[config.mk]
export PLATFORM = sky130hd
export DESIGN_NAME = laser_tx_multichannel_flat
export DESIGN_NICKNAME = d
export VERILOG_FILES = /design/src/rtl/laser_tx_multichannel_if.sv /design/src/rtl/laser_tx_multichannel.sv /design/src/flat_wrapper.sv
export SDC_FILE = /design/constraint.sdc
export NUM_CORES = 1
export LEC_CHECK = 0
export ABC_CLOCK_PERIOD_IN_PS = 5400
export BUFFER_PORTS_ARGS = -buffer_cell sky130_fd_sc_hd__buf_2
export CAP_MARGIN = 20
export CORE_MARGIN = 5
export CORE_UTILIZATION = 40
export DETAILED_ROUTE_END_ITERATION = 12
export GPL_TIMING_DRIVEN = 0
export MAX_ROUTING_LAYER = met4
export PLACE_DENSITY = 0.72
export SLEW_MARGIN = 20
export SYNTH_ARGS = -nofsm -noshare
export SYNTH_HDL_FRONTEND = slang
export SYNTH_SLANG_ARGS = --single-unit
[constraint.sdc]
create_clock -name clock -period 5.4 [get_ports clock]
set_clock_uncertainty 0.15 [all_clocks]
set_input_delay 0.27 -clock clock [delete_from_list [all_inputs] [get_ports clock]]
set_output_delay 0.27 -clock clock [all_outputs]
set_load 0.01 [all_outputs]
[src/rtl/laser_tx_multichannel_if.sv]
// Per-lane byte handshake between the packet source (master) and the laser transmitter (slave).
interface laser_tx_multichannel_if #(
    parameter int unsigned NUM_CH = 2,
    parameter int unsigned DATA_W = 8
);
    logic [NUM_CH*DATA_W-1:0] data_in;
    logic [NUM_CH-1:0]        data_valid;
    logic [NUM_CH-1:0]        data_ready;

    modport master (output data_in, output data_valid, input data_ready);
    modport slave  (input data_in, input data_valid, output data_ready);
endinterface

[src/rtl/laser_tx_multichannel.sv]
// Multi-lane framed laser transmitter: shared baud tick, per-lane start/data/parity/stop framing.
module laser_tx_multichannel #(
    parameter int unsigned NUM_CH = 2,
    parameter int unsigned DATA_W = 8,
    parameter int unsigned DIV_W  = 16
) (
    input  logic                  clock,
    input  logic                  reset,
    input  logic                  en,
    input  logic [DIV_W-1:0]      divider,
    input  logic                  parity_en,
    laser_tx_multichannel_if.slave bus,
    output logic [2*NUM_CH-1:0]   laser_out,
    output logic [NUM_CH-1:0]     busy,
    output logic [NUM_CH-1:0]     done
);

    localparam int unsigned IdxW = (DATA_W > 1) ? $clog2(DATA_W) : 1;
    localparam logic [IdxW-1:0] LastIdx = IdxW'(DATA_W - 1);

    typedef enum logic [2:0] {
        StIdle,
        StWait,
        StStart,
        StData,
        StParity,
        StStop
    } state_t;

    state_t            state_q   [NUM_CH];
    logic [IdxW-1:0]   idx_q     [NUM_CH];
    logic [DATA_W-1:0] payload_q [NUM_CH];
    logic [NUM_CH-1:0] par_q;
    logic [DIV_W-1:0]  cnt_q;

    logic              active;
    logic              tick;
    logic [NUM_CH-1:0] line;
    logic [NUM_CH-1:0] ready;

    assign active = en && !reset;
    // >= rather than == so a divider lowered mid-frame cannot strand the counter above it.
    assign tick   = (cnt_q >= divider);

    always_ff @(posedge clock) begin
        if (!active) begin
            cnt_q <= '0;
        end else if (tick) begin
            cnt_q <= '0;
        end else begin
            cnt_q <= cnt_q + 1'b1;
        end
    end

    always_ff @(posedge clock) begin
        for (int i = 0; i < NUM_CH; i++) begin
            if (!active) begin
                state_q[i] <= StIdle;
                idx_q[i]   <= '0;
            end else begin
                unique case (state_q[i])
                    StIdle: begin
                        if (bus.data_valid[i]) begin
                            payload_q[i] <= bus.data_in[i*DATA_W +: DATA_W];
                            par_q[i]     <= parity_en;
                            state_q[i]   <= StWait;
                        end
                    end
                    StWait: begin
                        if (tick) state_q[i] <= StStart;
                    end
                    StStart: begin
                        if (tick) begin
                            state_q[i] <= StData;
                            idx_q[i]   <= '0;
                        end
                    end
                    StData: begin
                        if (tick) begin
                            if (idx_q[i] == LastIdx) begin
                                state_q[i] <= par_q[i] ? StParity : StStop;
                            end else begin
                                idx_q[i] <= idx_q[i] + 1'b1;
                            end
                        end
                    end
                    StParity: begin
                        if (tick) state_q[i] <= StStop;
                    end
                    StStop: begin
                        if (tick) state_q[i] <= StIdle;
                    end
                    default: state_q[i] <= StIdle;
                endcase
            end
        end
    end

    always_comb begin
        line      = '0;
        ready     = '0;
        busy      = '0;
        done      = '0;
        laser_out = '0;
        for (int i = 0; i < NUM_CH; i++) begin
            unique case (state_q[i])
                StStart:  line[i] = 1'b1;
                StData:   line[i] = payload_q[i][idx_q[i]];
                StParity: line[i] = ^payload_q[i];
                default:  line[i] = 1'b0;
            endcase
            ready[i]         = active && (state_q[i] == StIdle);
            busy[i]          = active && (state_q[i] != StIdle);
            done[i]          = active && tick && (state_q[i] == StStop);
            // Both pins dark while disabled; otherwise a complementary pair.
            laser_out[2*i]   = active && line[i];
            laser_out[2*i+1] = active && !line[i];
        end
    end

    assign bus.data_ready = ready;

endmodule

[src/flat_wrapper.sv]
// flat-port wrapper written by rule: the top's interface ports become plain ports
module laser_tx_multichannel_flat 
#(
    parameter int unsigned NUM_CH = 2,
    parameter int unsigned DATA_W = 8,
    parameter int unsigned DIV_W  = 16
)
  (clock, reset, en, divider, parity_en, laser_out, busy, done, bus_data_in, bus_data_valid, bus_data_ready);
  laser_tx_multichannel_if #(.NUM_CH(NUM_CH), .DATA_W(DATA_W)) bus_i ();
  input  logic clock;
  input  logic reset;
  input  logic en;
  input  logic [DIV_W-1:0] divider;
  input  logic parity_en;
  output logic [2*NUM_CH-1:0] laser_out;
  output logic [NUM_CH-1:0] busy;
  output logic [NUM_CH-1:0] done;
  input wire logic [$bits(bus_i.data_in)-1:0] bus_data_in;
  input wire logic [$bits(bus_i.data_valid)-1:0] bus_data_valid;
  output wire logic [$bits(bus_i.data_ready)-1:0] bus_data_ready;
  assign bus_i.data_in = bus_data_in;
  assign bus_i.data_valid = bus_data_valid;
  assign bus_data_ready = bus_i.data_ready;
  laser_tx_multichannel #(.NUM_CH(NUM_CH), .DATA_W(DATA_W), .DIV_W(DIV_W)) u_core (.clock(clock), .reset(reset), .en(en), .divider(divider), .parity_en(parity_en), .bus(bus_i), .laser_out(laser_out), .busy(busy), .done(done));
endmodule
# After elaboration in Yosys (flattened, before gate mapping)

Memories as Yosys holds them, arrays and structs flattened.
Index checks and enable logic that the tools add are counted.

Register bits: 18
Bits in writable memories: 28
Input port bits: 38
Word-level logic and storage cells: 155
Memories: 3

Add/sub/neg operators: 3
$lt $le $gt $ge: 3
Eq/ne operators: 12
Muxes and demuxes: 86
Bitwise operators: 19
Reductions and logical operators: 26

Memories:

| name             | words | width | rd ports | clocked after memory_dff | wr ports | line                        | text |
|---|---|---|---|---|---|---|---|
| u_core.payload_q | 2     | 8     | 2        | 0                        | 2        | laser_tx_multichannel.sv:32 | `logic [DATA_W-1:0] payload_q [NUM_CH];` |
| u_core.idx_q     | 2     | 3     | 2        | 0                        | 2        | laser_tx_multichannel.sv:31 | `logic [IdxW-1:0] idx_q [NUM_CH];` |
| u_core.state_q   | 2     | 3     | 2        | 0                        | 2        | laser_tx_multichannel.sv:30 | `state_t state_q [NUM_CH];` |

Operators by type and width:

| cell                                                                 | count |
|---|---|
| 1-bit two-way mux                                                    | 64 |
| 3-bit two-way mux                                                    | 18 |
| 3-bit == test, second input constant                                 | 6 |
| 1-bit OR                                                             | 18 |
| 16-bit by 1-bit adder with 16-bit output, second input constant      | 1 |
| 16-bit >= comparator                                                 | 1 |
| 8-bit XOR reduction                                                  | 2 |
| 3-bit by 2-bit == test with 1-bit output, second input constant      | 4 |
| 1-bit logical AND                                                    | 12 |
| 6-bit OR reduction                                                   | 2 |
| 3-bit by 4-bit < comparator with 1-bit output, second input constant | 2 |
| 3-bit by 1-bit adder with 3-bit output, second input constant        | 2 |
| 1-bit binary-select mux with 3-bit select                            | 2 |
| 3-bit by 1-bit == test with 1-bit output, second input constant      | 2 |
| 3-bit zero test                                                      | 2 |
| 1-bit case mux with 3 select lines                                   | 2 |
| 3-bit AND reduction                                                  | 2 |
| 3-bit nonzero test                                                   | 2 |
| 1-bit zero test                                                      | 3 |
| 2-bit OR reduction                                                   | 1 |
| 1-bit inverter                                                       | 1 |

# Depth between registers and ports, before layout

Gate-level depths: netlist of the first run.
An unclocked memory read counts as a cell.

Depth after elaboration: 12
Gate-level depth with buffers: 8
Depth with buffers taken out: 7

# Worst setup path after synthesis of the first run

OpenSTA, ideal clock, no wires.

Path type: flip-flop to flip-flop
From: register u_core.cnt_q[0]
To: memory u_core.state_q[0][0] (netlist name), enable pin
Library setup time: 261 ps
Data arrival time: 1916 ps
Data required time: 4989 ps
Path slack: 3073 ps
Cell stages (with the launch flop): 8
Clock period less this slack: 2327 ps
Cell sequence: dfxtp_1 inv_1 ha_1 nand2b_4 a2111oi_4 o311a_4 nand2_1 a221o_1

RTL lines:

| what                   | line                        | text |
|---|---|---|
| from (decl)            | laser_tx_multichannel.sv:34 | `logic [DIV_W-1:0] cnt_q;` |
| from (signal assigned) | laser_tx_multichannel.sv:51 | `cnt_q <= cnt_q + 1'b1;` |
| to (decl)              | laser_tx_multichannel.sv:30 |  |

# Worst setup path in the final report of the first run

From: register u_core.cnt_q[0]
To: output port done[0]

Longest elaborated chain between the ends: 3

RTL lines:

| what                            | line                         | text |
|---|---|---|
| 16-bit >= comparator            | laser_tx_multichannel.sv:43  | `assign tick = (cnt_q >= divider);` |
| 1-bit logical AND (2 in series) | laser_tx_multichannel.sv:114 | `done[i] = active && tick && (state_q[i] == StStop);` |
| to (decl)                       | flat_wrapper.sv:17           | `output logic [NUM_CH-1:0] done;` |

Every way passes these cells.

==> metrics.txt, run 1 <==
PnR worst setup slack ~2.6 ns; buffers added on ports 47; # diodes 0; Setup crit end kind primary output; CP required 4.98 ns; Synth Flop Type edfxtp_1; Clk network pwr share 0.338; Seq/Total Area, Yosys 0.433; cell at the slowest stage of the critical path a2111oi_4; first-pass GRT wire length 8980 µm; EDFF count, synth 30; antenna-violating nets left 0; DRC viols 0; CP startpoint kind flip-flop; status finished clean; Yosys reg bits between 40 and 50; I/O pins 48; fmax between 300 and 400 MHz; Seq pwr share 0.534; vias between 2000 and 2500; maximum VDD drop approximately 0.11 mV; core area 6830 µm²; Clock transition at path regs about 0.08 ns; FFs w/ async S/R, synth 0; Synth area leader edfxtp_1; PwrDens between 200 and 250 nW/µm²; Row Count 30; Avg WL per Cell between 10 and 15 µm; final period utilization 0.525; Chip Height between 90 and 100 µm; # clock sinks 46; min Tclk post-route around 2.8 ns; crit path kind flip-flop to primary output; Hold Path Class input pin to flip-flop; synth warn 0; critical path arrival between 2 and 2.5 ns; CTS tree done; max-slew violation count 0; DR vias/cell just under 5; Sw Ratio 0.222; maximum root-to-sink buffer count 2; Die Width around 94 µm; Rel. slew slack 0.564; layout net count between 300 and 400; worst r2r src u_core.cnt_q[0]; Starting Density 0.413; gr usage total 0.131; setup violators final 0; hpwl dp ~4000 µm; number of global-route vias before repair ~2100; Synth area leaders edfxtp_1 32%, dfxtp_1 11%, ha_1 9.3%; gpl congestion ~0.84; Sw Pwr 0.000162 W; syn avg cell area 10.8 µm²; area of the mapped netlist about 2800 µm²; drt pass-1 iters 4; RSZ-0062 raised after global routing false; Leakage Power around 1.4 nW; Comb pwr share 0.128; critical path cell sequence inv_1 > ha_1 > nand2b_4 > a2111oi_4 > o311ai_4 > o21ai_2 > buf_6 > nor3_2 > buf_2; Max Cap Violations 0; final hold violations 0; fill cell count 656; htree depth 2; post-synth top area share 0.319; final wirelength approximately 5300 µm; initial antenna violation count 0; P&R area growth vs syn 21.0%; largest net degree at the start of global routing 15; Pwr Total 0.000731 W; Distinct cells, synth 51; Worst-Margin Slew about 0.65 ns; internal power roughly 0.00057 W; Syn Inst Count between 200 and 300; most frequent cells in the layout 47 x buf_2, 30 x edfxtp_1, 26 x nor2_1, 21 x nand2_1, 21 x ha_1; leading cell type in the layout, fill and taps excluded buf_2; die footprint 8840 µm²; Clk Latency, worst-skew pair ~0.30 ns; Post-CTS Resized 0; fraction of layout instances using a drive strength above 1 0.239; grt total ovfl 0; initial drt markers between 60 and 70; total CTS buffers 5; CP max stage delay between 0.4 and 0.5 ns; Hold Crit Start bus_data_in[15]; clock root buffer clkbuf_8; dpl ws 2.84 ns; critical path fanouts, max 10; Critical Path Start u_core.cnt_q[0]; Final TNS setup 0 ns; Mapped Nets 321
sequential cells by signal, summed over array words and instances (netlist names):
register	count
u_core.cnt_q	16
u_core.payload_q	16
u_core.idx_q	6
u_core.state_q	6
u_core.par_q	2
stage by stage:
stage / cells / hold slack (ns) / utilization / instance area, µm²
final: 426 / 0.00457 / 0.500 / 3410
after global routing: 426 / 0.000227 / 0.500 / 3410
after CTS: 423 / 0.000262 / 0.495 / 3380
after detailed placement: 405 / 0.298 / 0.465 / 3180
after global placement: 405 / 0.297 / 0.465 / 3180
after floorplan: 262 / 0.219 / - / 2820
path summary, 6_finish.rpt:
| check | to | slack (ns) | cells after the start |
|---|---|---|---|
| setup reg to reg | u_core.state_q[0][2] | 2.89 | 7 |
| hold / removal | u_core.payload_q[0][15] | 0.005 | 1 |
| hold reg to reg | u_core.cnt_q[0] | 0.33 | 1 |
| setup / recovery | done[0] | 2.57 | 9 |
cell usage after synthesis, drive strengths merged, types with 2 or more instances:
master / n
and2: 4
or3: 2
a21boi: 2
nand3: 10
a21oi: 8
clkbuf: 7
a21o: 3
buf: 2
nor2: 26
mux4: 4
and3: 7
xor2: 14
xnor2: 16
ha: 21
nor2b: 2
nand2: 21
o21ai: 5
nand4: 6
dfxtp: 16
o21bai: 2
edfxtp: 30
a2bb2oi: 2
nor3: 7
inv: 20
and4: 4
nor3b: 2
nor4: 2
nand2b: 5
power groups by stage:
stage,registers [W],clock network (W),logic (W)
global placement,0.000398,0,0.0000848
detailed placement,0.000398,0,0.0000866
CTS,0.000390,0.000253,0.0000926
finish,0.000390,0.000247,0.0000935
global route,0.000391,0.000268,0.000105
floorplan,0.000396,0,0.0000594
kinds of logic after synthesis:
group | after synthesis | share of synthesized area
muxes | 4 | 0.0319
and+or+nand+nor | 100 | 0.194
adders and majority gates | 21 | 0.0931
xor gates and xnor gates | 30 | 0.0931
buffers and inverters | 29 | 0.0532
AOI/OAI and AO/OA | 32 | 0.102
DFF | 46 | 0.433
layout make-up:
cell class	instances	area (µm²)	share of cell area
tap	96	120	0.0352
inverter	20	75.1	0.0220
clock inverter	2	33.8	0.00989
buffer	9	75.1	0.0220
clock buffer	6	72.6	0.0213
sequential	46	1220	0.358
multi-input combinational	187	1450	0.425
timing repair buffer	60	365	0.107
critical path, delay by kind of cell, from the launching register on:
kind,cells,cell delay (ns)
AOI/OAI and AO/OA,3,0.85
buffers and inverters,3,0.41
DFF,1,0.39
adders and majority gates,1,0.27
and+or+nand+nor,2,0.20
timing repair:
action	CTS	global route
endpoints found under the hold margin	10	3
setup endpoints to repair	0	0
buffers inserted	0	0
hold buffers	10	3
layer usage:
metal / wire length, µm / part of all wire / track usage / vias up
li1: - / - / - / 1065
met1: 2380 / 0.45 / 0.157 / 935
met2: 2610 / 0.49 / 0.222 / 55
met3: 258 / 0.049 / 0.0248 / 8
met4: 51 / 0.0096 / 0.0397 / 0
met5: 0 / 0 / - / -
(Power assumes the default switching activity.)
==> run 2: changes to the inputs <==
--- a/config.mk
+++ b/config.mk
@@ -5,7 +5,7 @@
 export SDC_FILE = /design/constraint.sdc
 export NUM_CORES = 1
 export LEC_CHECK = 0
-export ABC_CLOCK_PERIOD_IN_PS = 5400
+export ABC_CLOCK_PERIOD_IN_PS = 2500
 export BUFFER_PORTS_ARGS = -buffer_cell sky130_fd_sc_hd__buf_2
 export CAP_MARGIN = 20
 export CORE_MARGIN = 5
@@ -13,7 +13,7 @@
 export DETAILED_ROUTE_END_ITERATION = 12
 export GPL_TIMING_DRIVEN = 0
 export MAX_ROUTING_LAYER = met4
-export PLACE_DENSITY = 0.72
+export PLACE_DENSITY = 0.74
 export SLEW_MARGIN = 20
 export SYNTH_ARGS = -nofsm -noshare
 export SYNTH_HDL_FRONTEND = slang
==> constraint.sdc (replaced) <==
create_clock -name clock -period 2.5 [get_ports clock]
set_clock_uncertainty 0.15 [all_clocks]
set_input_delay 0.125 -clock clock [delete_from_list [all_inputs] [get_ports clock]]
set_output_delay 0.125 -clock clock [all_outputs]
set_load 0.01 [all_outputs]
==> run 2 against run 1 <==
  * Power rose by 120%
  * Register-to-register slack got worse by 2.8 ns
  * Combinational power rose by 140%
  * Core utilization rose by 3.9 points
  * Sequential power rose by 110%
  * Routed wire length rose by 12%
  * Cell count rose by 3.8%
  * Setup slack got worse by 2.5 ns
  * Critical path depth fell by 1
  * Critical path type unchanged
==> metrics.txt, run 2 (synthesis gave the netlist of run 1 again) <==
Worst Hold Slack 0.119 ns (+0.115 ns); Hold Path Class input pin to flip-flop; DR vias/cell 4.90 (+1.2%); buffers added on ports 47 (unchanged); # diodes 0 (unchanged); # clock sinks 46 (unchanged); Avg WL per Cell 13.5 µm (+8.1%); Clock transition at path regs 0.09 ns (about the same); critical path fanouts, max 4 (-6); I/O pins 48 (unchanged); drt pass-1 iters 4 (unchanged); Top Family by Delay on Critical Path simple AND/OR/NAND/NOR gates; Setup crit end kind primary output; Worst-Margin Slew 0.623 ns (-0.0294 ns); critical path arrival 2.14 ns (-0.27 ns); Hold Path Depth 2 (+1); WP depth 8 (-1); gr usage total 0.144 (+0.0131); Regs by FF count u_core.cnt_q: 16 flops, u_core.payload_q: 16 flops; Clk Latency, worst-skew pair 0.30 ns (about the same); gpl congestion 0.842 (about the same); fmax approximately 410 MHz; most frequent cells in the layout 47 x buf_2, 30 x edfxtp_1, 26 x nor2_1, 21 x nand2_1, 19 x inv_1; maximum VDD drop 0.229 mV (+99%); number of global-route vias before repair 2243 (+8.1%); CP startpoint kind flip-flop; CTS tree done; leading cell type in the layout, fill and taps excluded buf_2; min Tclk post-route 2.42 ns; crit path kind flip-flop to primary output; final hold violations 0 (unchanged); grt total ovfl 0 (unchanged); die footprint 8840 µm² (unchanged); grt met2 use 0.245 (+0.0231); DRC viols 0 (unchanged); Starting Density 0.413 (unchanged); Row Count 30 (unchanged); Rel. slew slack 0.584 (+0.0197); vias 2167 (+5.0%); Final TNS setup 0 ns (unchanged); initial drt markers 82 (+32%); Pwr Total 0.00159 W (+120%); status finished clean; CP max stage delay 0.39 ns (-0.07 ns); setup violators final 0 (unchanged); PwrDens 431 nW/µm² (+100%); P&R area growth vs syn 30.4%; initial antenna violation count 0 (unchanged); cell at the slowest stage of the critical path or3_4; Leakage Power 1.51 nW (+5.4%); met3 usage 0.0288 (+0.00401); Die Width 94.0 µm (unchanged); fin util 0.539 (+0.0388); layout net count 405 (+4.4%); antenna-violating nets left 0 (unchanged); busiest layer in global routing met2; first-pass GRT wire length 9870 µm (+10%); M1 GR Usage 0.169 (+0.0123); RSZ-0062 raised after global routing true; fraction of layout instances using a drive strength above 1 0.324 (+0.0843); core area 6830 µm² (unchanged); total CTS buffers 5 (unchanged); CP required 2.23 ns (-2.75 ns); htree depth 2 (unchanged); hpwl dp 4230 µm (+3.7%); max-slew violation count 0 (unchanged); final wirelength 5950 µm (+12%); critical path cell sequence ha_4 > nand3_2 > or3_4 > o311ai_4 > o21ai_2 > buf_6 > nor3_2 > buf_2; maximum root-to-sink buffer count 2 (unchanged); Reg2Reg Depth 7 (unchanged); Max Cap Violations 0 (unchanged); worst path bufs/invs 2 (-1); final period utilization 0.967; largest net degree at the start of global routing 14 (-1); clock root buffer clkbuf_8; fill cell count 616 (-6.1%); Chip Height 94.0 µm (unchanged)
[run 2: timing repair]
| action | in CTS | in global routing |
|---|---|---|
| hold buffers | 17 | 0 |
| pin swaps | 8 | 4 |
| gates resized for setup | 17 | 8 |
| gates cloned | 0 | 0 |
| endpoints found under the setup margin | 5 | 2 |
| endpoints found under the hold margin | 18 | 0 |
| buffers inserted | 11 | 2 |
[run 2: where the power goes]
part | switching [W] | internal (W) | total (W)
Sequential | 0.0000134 | 0.000825 | 0.000838
Combinational | 0.000107 | 0.000119 | 0.000225
Clock | 0.000234 | 0.000289 | 0.000523
[run 2: cell type report]
cell class              count  area (µm²)  share of cell area
clock inverters             2        33.8             0.00918
inverters                  20        75.1              0.0204
plain buffers               9        75.1              0.0204
multi-input cells         187        1570               0.425
well taps                  96         120              0.0326
flip-flops and latches     46        1240               0.337
clock buffers               5        68.8              0.0187
repair buffers             77         503               0.137
[run 2: final timing paths]
path                     endpoint               from  slack [ns]
max reg2reg  u_core.state_q[0][0]    u_core.cnt_q[6]        0.10
max                       done[1]    u_core.cnt_q[6]        0.08
min reg2reg       u_core.cnt_q[0]    u_core.cnt_q[0]        0.38
min          u_core.state_q[0][1]  bus_data_valid[0]        0.12
[run 2: metal layers]
| metal | wire (µm) | vias to the layer above |
|---|---|---|
| li1 | - | 1100 |
| met1 | 2520 | 1016 |
| met2 | 3120 | 42 |
| met3 | 207 | 9 |
| met4 | 97 | 0 |
| met5 | 0 | - |
[run 2: through the flow]
step           std cells  instance area (µm²)  setup WS (ns)
4_1_cts              440                 3610       -0.00571
5_1_grt              442                 3680        -0.0157
3_5_place_dp         405                 3180      -0.000715
3_3_place_gp         405                 3180         0.0203
2_1_floorplan        262                 2820          0.173
6_report             442                 3680         0.0813
